<file path="src/rtl/spart_pkg.sv">
// Shared SPART definitions: receiver state encoding, oversampling default
// and the bus register map used by the SPART bus interface.
package spart_pkg;

    typedef enum logic [1:0] {
        IDLE  = 2'd0,
        START = 2'd1,
        DATA  = 2'd2,
        STOP  = 2'd3
    } rx_state_e;

    localparam int OVERSAMPLE_DEF = 16;

    localparam logic [1:0] ADDR_DATA   = 2'b00;
    localparam logic [1:0] ADDR_STATUS = 2'b01;
    localparam logic [1:0] ADDR_DB_LO  = 2'b10;
    localparam logic [1:0] ADDR_DB_HI  = 2'b11;

endpackage

</file>
<file path="src/rtl/spart_baud_gen.sv">
// Oversample tick generator: counts 0..divisor and pulses o_tick on the
// terminal count. i_clear realigns the count to a detected start edge.
module spart_baud_gen #(
    parameter int DIV_W = 16
) (
    input  logic             i_clk,
    input  logic             i_rst,
    input  logic             i_clear,
    input  logic [DIV_W-1:0] i_divisor,
    output logic             o_tick
);

    logic [DIV_W-1:0] r_cnt;
    logic             w_wrap;

    assign w_wrap = (r_cnt == i_divisor);
    assign o_tick = w_wrap;

    always_ff @(posedge i_clk) begin
        if (i_rst || i_clear) begin
            r_cnt <= '0;
        end else if (w_wrap) begin
            r_cnt <= '0;
        end else begin
            r_cnt <= r_cnt + DIV_W'(1);
        end
    end

endmodule

</file>
<file path="src/rtl/spart_rx.sv">
// SPART receiver: 8N1 serial input oversampled by OVERSAMPLE, LSB-first
// assembly, and a one-deep holding register with rda/framing/overrun flags.
module spart_rx
    import spart_pkg::*;
#(
    parameter int DATA_BITS  = 8,
    parameter int OVERSAMPLE = OVERSAMPLE_DEF,
    parameter int DIV_W      = 16
) (
    input  logic                 clk,
    input  logic                 rst,
    input  logic                 rxd,
    input  logic [DIV_W-1:0]     divisor,
    input  logic                 rd_ack,
    output logic [DATA_BITS-1:0] rx_data,
    output logic                 rda,
    output logic                 frm_err,
    output logic                 ovr_err
);

    localparam int SUB_W = $clog2(OVERSAMPLE);
    localparam int BIT_W = $clog2(DATA_BITS) + 1;
    localparam logic [SUB_W-1:0] SUB_HALF = SUB_W'(OVERSAMPLE / 2 - 1);
    localparam logic [SUB_W-1:0] SUB_LAST = SUB_W'(OVERSAMPLE - 1);
    localparam logic [BIT_W-1:0] BIT_LAST = BIT_W'(DATA_BITS - 1);

    rx_state_e             r_state;
    logic                  r_rxd_meta;
    logic                  r_rxd_s;
    logic                  r_rxd_d;
    logic [SUB_W-1:0]      r_sub;
    logic [BIT_W-1:0]      r_bit;
    logic [DATA_BITS-1:0]  r_shift;
    logic                  r_stop_bit;
    logic                  r_load;
    logic                  w_fall;
    logic                  w_clear;
    logic                  w_tick;

    assign w_fall  = r_rxd_d & ~r_rxd_s;
    assign w_clear = (r_state == IDLE) && w_fall;

    spart_baud_gen #(
        .DIV_W (DIV_W)
    ) u_baud (
        .i_clk     (clk),
        .i_rst     (rst),
        .i_clear   (w_clear),
        .i_divisor (divisor),
        .o_tick    (w_tick)
    );

    always_ff @(posedge clk) begin
        if (rst) begin
            r_rxd_meta <= 1'b1;
            r_rxd_s    <= 1'b1;
            r_rxd_d    <= 1'b1;
        end else begin
            r_rxd_meta <= rxd;
            r_rxd_s    <= r_rxd_meta;
            r_rxd_d    <= r_rxd_s;
        end
    end

    // The stop sample is taken one cycle before the holding register loads.
    always_ff @(posedge clk) begin
        if (rst) begin
            r_state    <= IDLE;
            r_sub      <= '0;
            r_bit      <= '0;
            r_shift    <= '0;
            r_stop_bit <= 1'b1;
            r_load     <= 1'b0;
            rx_data    <= '0;
            rda        <= 1'b0;
            frm_err    <= 1'b0;
            ovr_err    <= 1'b0;
        end else begin
            r_load <= 1'b0;

            if (r_load) begin
                rx_data <= r_shift;
                rda     <= 1'b1;
                frm_err <= ~r_stop_bit;
                ovr_err <= rda & ~rd_ack;
            end else if (rd_ack && rda) begin
                rda     <= 1'b0;
                frm_err <= 1'b0;
                ovr_err <= 1'b0;
            end

            case (r_state)
                IDLE: begin
                    if (w_fall) begin
                        r_sub   <= '0;
                        r_bit   <= '0;
                        r_state <= START;
                    end
                end
                START: begin
                    if (w_tick) begin
                        if (r_sub == SUB_HALF) begin
                            r_sub <= '0;
                            r_bit <= '0;
                            r_state <= r_rxd_s ? IDLE : DATA;
                        end else begin
                            r_sub <= r_sub + SUB_W'(1);
                        end
                    end
                end
                DATA: begin
                    if (w_tick) begin
                        r_sub <= r_sub + SUB_W'(1);
                        if (r_sub == SUB_LAST) begin
                            r_shift <= {r_rxd_s, r_shift[DATA_BITS-1:1]};
                            r_bit   <= r_bit + BIT_W'(1);
                            if (r_bit == BIT_LAST) begin
                                r_state <= STOP;
                            end
                        end
                    end
                end
                STOP: begin
                    if (r_load) begin
                        r_state <= IDLE;
                    end else if (w_tick) begin
                        r_sub <= r_sub + SUB_W'(1);
                        if (r_sub == SUB_LAST) begin
                            r_stop_bit <= r_rxd_s;
                            r_load     <= 1'b1;
                        end
                    end
                end
                default: r_state <= IDLE;
            endcase
        end
    end

endmodule

</file>
<file path="config.mk">
export PLATFORM = sky130hd
export DESIGN_NAME = spart_rx
export DESIGN_NICKNAME = d
export VERILOG_FILES = /design/src/rtl/spart_pkg.sv /design/src/rtl/spart_baud_gen.sv /design/src/rtl/spart_rx.sv
export SDC_FILE = /design/constraint.sdc
export NUM_CORES = 1
export LEC_CHECK = 0
export CELL_PAD_IN_SITES_DETAIL_PLACEMENT = 2
export CELL_PAD_IN_SITES_GLOBAL_PLACEMENT = 2
export CORE_MARGIN = 2
export CORE_UTILIZATION = 32
export CTS_BUF_LIST = sky130_fd_sc_hd__clkbuf_8
export DETAILED_ROUTE_END_ITERATION = 10
export PLACE_DENSITY_LB_ADDON = 0.3
export SLEW_MARGIN = 20
export SYNTH_ARGS = -nofsm -noshare
export SYNTH_HDL_FRONTEND = slang
export SYNTH_HIERARCHICAL = 1
export SYNTH_SLANG_ARGS = --single-unit
</file>
<file path="constraint.sdc">
create_clock -name clk -period 2.51 [get_ports clk]
set_input_delay 0.502 -clock clk [delete_from_list [all_inputs] [get_ports clk]]
set_output_delay 0.502 -clock clk [all_outputs]
set_load 0.02 [all_outputs]
</file>
-- Word level (Yosys, flattened, before mapping)
Index checks and enable logic that the tools add are counted.
- $add $sub $neg: 3
- equal/unequal tests: 15
- mux-type cells: 25
- bitwise logic cells: 8
- reductions and logical operators: 13
- operators by type and width (operator ; number):
    $mux 4 ; 9
    $add 16x1->16 const B ; 1
    $eq 16x16->1 ; 1
    $mux 2 ; 8
    $pmux 4 s4 ; 1
    $ne 2x2->1 const B ; 6
    $pmux 4 s3 ; 1
    $add 4x1->4 const B ; 2
    $eq 4x3->1 const B ; 2
    $pmux 2 s4 ; 1
    $reduce_and 7->1 ; 1
    $not 1->1 ; 6
    $reduce_and 3->1 ; 2
    $reduce_and 6->1 ; 1
    $mux 1 ; 5
    $eq 2x2->1 const B ; 2
    $eq 4x4->1 const B ; 1
    $ne 2x1->1 const B ; 2
    $reduce_and 4->1 ; 1
    $reduce_or 4->1 ; 1
    $reduce_bool 3->1 ; 1
    $and 1x1->1 ; 2
    $eq 2x1->1 const B ; 1
    $logic_and 1x1->1 ; 2
    4 further kinds ; 4
- bits in registers: 50
- input bits: 20
- output and inout port bits: 11
- logic and storage cells: 78

-- Longest topological paths before layout
Gate-level depths: netlist (run 1).
- word-level depth: 5
- depth in mapped cells: 10
- depth with buffers taken out: 7

-- Modules after synthesis
The synthesis (run 1) kept the hierarchy.
- by module, submodules not included (module ; times used ; cells each ; area each (um2) ; sequential area each (um2)):
    spart_rx ; 1 ; 150 ; 1453.9 ; 680.7
    spart_baud_gen ; 1 ; 99 ; 918.4 ; 320.3

-- Worst setup path before layout (run 1)
OpenSTA, ideal clock, no wires.
- path kind: input to register
- from: input port divisor[5]
- to: register r_sub[2]
- setup time: 130 ps
- arrival time: 2309 ps
- required time: 2380 ps
- path slack: 70 ps
- stages: 8
- buffers on the path: 1
- cells stage by stage: xnor2_1 -> nand4_1 -> nor4_4 -> buf_2 -> a21bo_1 -> a221oi_4 -> mux2i_1 -> nor4_2
- longest elaborated chain between the ends: 4
- elaborated cells on any way between the ends: 6
- classes of those cells: eq/ne: 2; mux: 3; reduce/logical: 1
- ends and longest elaborated chain (item ; RTL line ; text):
    start, declared ; spart_rx.sv:13 ; input logic [DIV_W-1:0] divisor,
    $eq 16x16->1 * ; spart_baud_gen.sv:16 ; assign w_wrap = (r_cnt == i_divisor);
    net w_tick ; spart_rx.sv:38 ; logic w_tick;
    $mux 4 (2 in a row) ; n/a ;
    $pmux 4 s4 ; n/a ;
    end signal, assigned ; spart_rx.sv:107 ; r_sub <= r_sub + SUB_W'(1);
    end signal, assigned ; spart_rx.sv:113 ; r_sub <= r_sub + SUB_W'(1);
    end signal, assigned ; spart_rx.sv:127 ; r_sub <= r_sub + SUB_W'(1);
    end, declared ; spart_rx.sv:31 ; logic [SUB_W-1:0] r_sub;
Mark *: on every way through the listed nets, which the timed path passes. The rest lies on a longest branch. The select of a mux whose other input is x is not followed.
A chain may end at the register's enable or synchronous reset.

-- Worst setup path after layout (run 1)
- from: input port divisor[9]
- to: register r_sub[2]
The elaborated chain is that of the path after synthesis.

==> results of run 1 <==
==> power breakdown <==
| part | internal, mW | switching [mW] |
|---|---|---|
| Clock | 0.208 | 0.305 |
| Combinational | 0.0527 | 0.0405 |
| Sequential | 0.799 | 0.00825 |
| Total | 1.06 | 0.354 |
==> cells by family (layout without fill, tap and decap cells) <==
group / after synthesis / after routing / synth area share (%)
compound gates: 23 / 23 / 7.75
xor+xnor: 32 / 32 / 11.8
fa+ha+maj: 3 / 3 / 1.58
buf+inv: 19 / 50 / 3.74
flops: 50 / 50 / 42.2
mux: 20 / 20 / 8.49
simple gates: 102 / 102 / 24.4
==> how the worst max path moves through the flow <==
stage / start / end / slack [ns] / cells past startpoint
6_report: divisor[9] / r_sub[2] / 0.12 / 8
3_5_place_dp: divisor[0] / r_sub[2] / -0.25 / 8
3_3_place_gp: divisor[6] / r_sub[2] / -0.18 / 8
5_1_grt: divisor[9] / r_sub[2] / 0.01 / 8
4_1_cts: divisor[0] / r_sub[2] / 0.09 / 8
2_1_floorplan: divisor[5] / r_sub[2] / 0.07 / 8
==> sequential cells by signal (all words and copies together), names as in the netlist, named ones only <==
| register | cells |
|---|---|
| u_baud/r_cnt | 16 |
| r_sub | 4 |
| frm_err | 1 |
| r_shift | 8 |
| r_rxd_s | 1 |
| rx_data | 8 |
| r_rxd_d | 1 |
| r_stop_bit | 1 |
| r_load | 1 |
| rda | 1 |
| r_rxd_meta | 1 |
| r_state | 1 |
| ovr_err | 1 |
| r_bit | 4 |
==> repair_timing <==
| item | CTS | global route |
|---|---|---|
| resized for setup | 0 | 2 |
| hold buffers | 0 | 0 |
| endpoints found under the setup margin | 0 | 5 |
==> cell type report <==
| cell class | count | area, µm² |
|---|---|---|
| fillers | 819 | 4340 |
| multi-input cells | 180 | 1280 |
| flip-flops and latches | 50 | 1000 |
| repair buffers | 37 | 358 |
| well taps | 99 | 124 |
| clock buffers | 5 | 68.8 |
| clock inverters | 3 | 26.3 |
| inverters | 5 | 18.8 |
==> placed cells by master (no fill, tap or decap), drive strengths merged, types with 2 or more instances in the layout <==
| cell | count |
|---|---|
| dfxtp | 50 |
| xnor2 | 30 |
| nor2 | 29 |
| clkdlybuf4s50 | 28 |
| nor3 | 22 |
| mux2i | 19 |
| nand2 | 13 |
| nand3 | 8 |
| nand4 | 8 |
| inv | 8 |
| buf | 7 |
| nor4 | 6 |
| a21oi | 5 |
| clkbuf | 5 |
| or2 | 5 |
| nand2b | 4 |
| o21ai | 3 |
| ha | 3 |
| nor2b | 2 |
| a31oi | 2 |
| o31ai | 2 |
| dlymetal6s2s | 2 |
| xor2 | 2 |
| a211oi | 2 |
==> per-layer routing <==
layer  vias to the layer above  GRT usage (%)  wire length (µm)
li1                        921              -                 -
met1                       904           17.7              2590
met2                        34           26.4              2710
met3                         7           3.27               189
met4                         0           4.62                76
met5                         -              0                 0
==> per-stage QoR <==
step / setup slack [ns] / utilization, % / hold WS [ns] / total power, mW
2_1_floorplan: 0.0705 / - / 0.389 / 0.876
3_3_place_gp: -0.182 / 38.5 / 0.393 / 0.919
3_5_place_dp: -0.249 / 38.5 / 0.403 / 0.922
4_1_cts: 0.0923 / 39.8 / 0.428 / 1.44
5_1_grt: 0.0103 / 39.9 / 0.449 / 1.48
6_report: 0.124 / 39.9 / 0.425 / 1.41
==> critical path: cells and delay by family <==
kind                   cells  cell delay (ns)
AND/OR/NAND/NOR            3             0.62
AO/OA/AOI/OAI              2             0.60
buffers and inverters      1             0.48
multiplexers               1             0.25
XOR/XNOR                   1             0.12
==> reports/results.tsv, run 1 <==
metric	value	unit
avgSynthCellArea	9.53	µm²
status	complete, no violations	
rsz0062_at_grt	false	
layout-drive-gt1-share	10.7	%
hold_violations	0	
core_area	7210	µm²
tns	0	ns
synth_nets	272	
grt_max_degree	35	
nNetsFinal	302	
ys_seq_elements	50	
reg2reg_setup_slack	0.29	ns
vias	1866	
grt_pass1_wl	9.78	mm
drt_iter0_drc	43	
cts_root_buf	clkbuf_8	
n_antenna_cell	0	
wl	5.56	mm
cts_setup_buffers	0	
min_to	r_rxd_s	
grt_pass1_vias	2013	
antenna_found_initial	0	
async_flop_share	0	%
worst-path-max-fanout	4	
htreeDepth	2	
final_cells	379	
synth_edf_count	0	
r2r-end	r_sub[2]	
avgViaCountPerCell	4.92	
synth_top_cell_by_area	dfxtp_1	
final-setup-viol-count	0	
critPathCaptureType	register	
clock_latency	0.32	ns
r2r-start	u_baud/r_cnt[5]	
die_w	90.1	µm
dp_hpwl	4.06	mm
initial_core_util	32.9	%
yosys-top-cells-area	dfxtp_1 (42%), xnor2_1 (11%), mux2i_1 (8.0%)	
ys_seq_area_share	42.2	%
ir_worst_vdd	0.229	mV
path_clk_slew	0.10	ns
skew	0.0134	ns
critPathRequiredTime	2.71	ns
synth_most_common_cell	dfxtp_1	
place_inst	371	
cts_tree	built	
die-area	8120	µm²
grt-ovfl-total	0	
critPathLaunchType	input pin	
yosysWarnings	6	
wire_per_inst	14.7	µm
cts.sinks	50	
gp_congestion	0.690	
dpl_cell_area	2780	µm²
power.density	491	nW/µm²
period_share	95.1	%
slew_headroom	72.2	%
maxSlewViolCount	0	
min_from	r_rxd_meta	
io_buffers	30	
ff2ff_path_depth	7	
fin_area	2880	µm²
synthTopCellsByCount	dfxtp_1 (50), xnor2_1 (30), nor2_1 (28), nor3_1 (22), mux2i_1 (19)	
synth_flop_cell	dfxtp_1	
worst_pin_slew	0.414	ns
drc	0	
grt_util_all_layers	14.8	%
numCtsBuffers	5	
worstPathCellList	clkdlybuf4s50_1 > xnor2_1 > nand4_1 > nor4_4 > a21bo_1 > a221oi_4 > mux2i_1 > nor4_2	
arrival	2.58	ns
firstDrtPassIters	4	
holdPathStages	1	
slowest_stage	clkdlybuf4s50_1	
clockBufferDepth	2	
syn_to_final_growth	21.4	%
crit_type	in2reg	
max_stage_delay	0.48	ns
hp-class	reg2reg	
p_leak	0.955	nW
fmax	419	MHz
ys_types	49	
rows	31	
netlist.area_leader.share	42.2	%
die_h	90.1	µm
postRouteAntennaNets	0	
maxCapViolations	0	
syn-cell-area	2370	µm²
synth_cells	249	
period_needed	2.39	ns
num_io_pins	31	
(Power assumes the default switching activity.)
==> run 2: changes to the inputs <==
GPL_ROUTABILITY_DRIVEN = 0   (was default)
==> results of run 2 <==
The final DEF is identical to that of run 1; final timing and power are the same.
==> run 3: changes to the inputs <==
ABC_CLOCK_PERIOD_IN_PS = 2510   (was default)
==> results of run 3 <==
The final DEF is identical to that of run 1; final timing and power are the same.
==> edit, RTL diff (settings of run 1) <==
Make the reset (`rst`) asynchronous in 2 clocked blocks.
--- a/src/rtl/spart_rx.sv
+++ b/src/rtl/spart_rx.sv
@@ -52,3 +52,3 @@
 
-    always_ff @(posedge clk) begin
+    always_ff @(posedge clk or posedge rst) begin
         if (rst) begin
@@ -65,3 +65,3 @@
     // The stop sample is taken one cycle before the holding register loads.
-    always_ff @(posedge clk) begin
+    always_ff @(posedge clk or posedge rst) begin
         if (rst) begin
Formal check against the unedited RTL: no difference found for any inputs over 10 cycles, from zero or initial values and one cycle with rst high; that may be too few to reach the edited logic, so the function may still have changed.
==> edit against run 1 <==
Total power increased by 3.9%; sequential share of layout area up 5.0 points; sequential power is 1% higher; cell count decreased by 7.1%; sequential cell count did not move; worst setup slack gained 51 ps; cell area up 2.6%; synthesized area decreased by 0.90%; global-route usage down 0.061 points; routed wire length fell by 3.9%; highest routed layer unchanged.
==> edit: results (changes against run 1) <==
- Outcome: complete, no violations
- Synth unique cells: 44 (-10%)
- Total global-route track usage: 14.8% (-0.061 points)
- DP Area: 0.00281 mm² (+1.1%)
- Fill count: 752 (-8.2%)
- Worst-skew pair later-pin latency: 300 ps (-20 ps)
- Post-DP HPWL: 3.86 mm (-4.9%)
- Largest registers: u_baud/r_cnt (16), r_shift (8), rx_data (8)
- Share of layout cells above drive strength 1: 20.6% (+9.8 points)
- Worst-path clk slew: 100 ps (about the same)
- Synth top area cells: dfrtp_1 (32%), dfxtp_1 (14%), xnor2_1 (10%), mux2_2 (8.1%), dfstp_2 (4.5%)
- DR iter-0 viols: 27 (-37%)
- Leakage power: 1.20 nW (+26%)
- Register Area: 0.00118 mm² (+18%)
- H-tree levels: 2 (unchanged)
- Peak VDD IR: 206 µV (-9.7%)
- Seq/Total Area, Yosys: 50.0% (+7.8 points)
- Final Net Count: 275 (-8.9%)
- Max incr delay on CP: 360 ps (-120 ps)
- Vias in the first global route: 1929 (-4.2%)
- Post-DR wirelength/cell: 15.2 µm (+3.4%)
- WP data arrival: 2520 ps (-60 ps)
- Post-Syn Nets: 237 (-13%)
- Post-synth top cells: dfrtp_1 (30), xnor2_1 (27), nor3_1 (20)
- Rel. slew slack: 61.5% (-11 points)
- Switching Share: 21.9% (-3.2 points)
- Worst slack at placement: -396 ps (-147 ps)
- Global-route wire length before repair: 9.65 mm (-1.3%)
- Post-synth ARST share: 68.0% (+68 points)
- Routability cong.: 0.732 (+6.2%)
- Critical path peak fanout: 11 (+7)
- First drt pass iteration count: 4 (unchanged)
- Slowest CP cell: nor4_4
- Skew final: 8.48 ps (-4.92 ps)
- Vias per cell: 4.90 (-0.52%)
## edit: cell count changes after synthesis, moves of 3 or more
cell	before	now
clkbuf_1	6	2
dfrtp_1	0	30
dfstp_2	0	4
dfxtp_1	50	16
mux2_2	1	17
mux2i_1	19	4
nand2_1	13	19
nor2_1	28	4
or2_2	4	1
xnor2_1	30	27
## edit: cells by family after synthesis
| family | count (synthesis) | share of synthesized area [%] |
|---|---|---|
| AND/OR/NAND/NOR | 74 | 18.1 |
| flip-flops | 50 | 50.0 |
| XOR/XNOR | 29 | 10.8 |
| AO/OA/AOI/OAI | 21 | 6.39 |
| multiplexers | 21 | 9.85 |
| buffers and inverters | 16 | 3.25 |
| adder cells (fa/ha/maj) | 3 | 1.60 |
## edit: worst paths after layout
| kind | start | endpoint | slack [ps] | cells after the start |
|---|---|---|---|---|
| min | r_rxd_meta$_DFF_PP1_ | r_rxd_s$_DFF_PP1_ | 360 | 0 |
| max | divisor[10] | r_shift[5]$_DFFE_PP0P_ | 170 | 9 |
| max reg2reg | u_baud/r_cnt[5]$_SDFF_PP0_ | r_shift[5]$_DFFE_PP0P_ | 210 | 8 |
| max in group asynchronous | rst | r_rxd_s$_DFF_PP1_ | 1530 | 3 |
| min in group asynchronous | rst | r_sub[1]$_DFFE_PP0P_ | 630 | 3 |
| min reg2reg | r_rxd_meta$_DFF_PP1_ | r_rxd_s$_DFF_PP1_ | 360 | 0 |
## edit: stage by stage
stage	std cells	total power, W
after floorplan	214	0.000873
after global placement	343	0.000918
after detailed placement	343	0.000921
after CTS	352	0.00150
after global routing	352	0.00155
final	352	0.00147
## edit: area by class of cell
cell class	count	share of cell area [%]
flip-flops and latches	50	39.8
multi-input cells	148	38.0
repair buffers	41	13.4
well taps	99	4.19
clock buffers	5	2.33
clock inverters	3	1.52
inverters	6	0.762
## edit: power by group through the flow
stage	Clock, W	Combinational, W	Sequential [W]
finish	0.000573	0.0000782	0.000819
floorplan	0	0.0000387	0.000834
global route	0.000639	0.0000885	0.000820
detailed placement	0	0.0000857	0.000835
CTS	0.000603	0.0000815	0.000819
global placement	0	0.0000833	0.000835
## edit: repair_timing
item	in CTS	in global routing
setup buffers	1	0
hold endpoints to repair	0	0
pin swaps	14	9
resized for setup	12	6
setup endpoints to repair	12	12
## edit: metal layers
layer / track usage (%) / up-vias / share of wire, %
li1: - / 826 / -
met1: 19.6 / 878 / 48
met3: 2.68 / 2 / 2.2
met2: 24.7 / 18 / 49
met4: 4.23 / 0 / 0.77
met5: 0 / - / 0
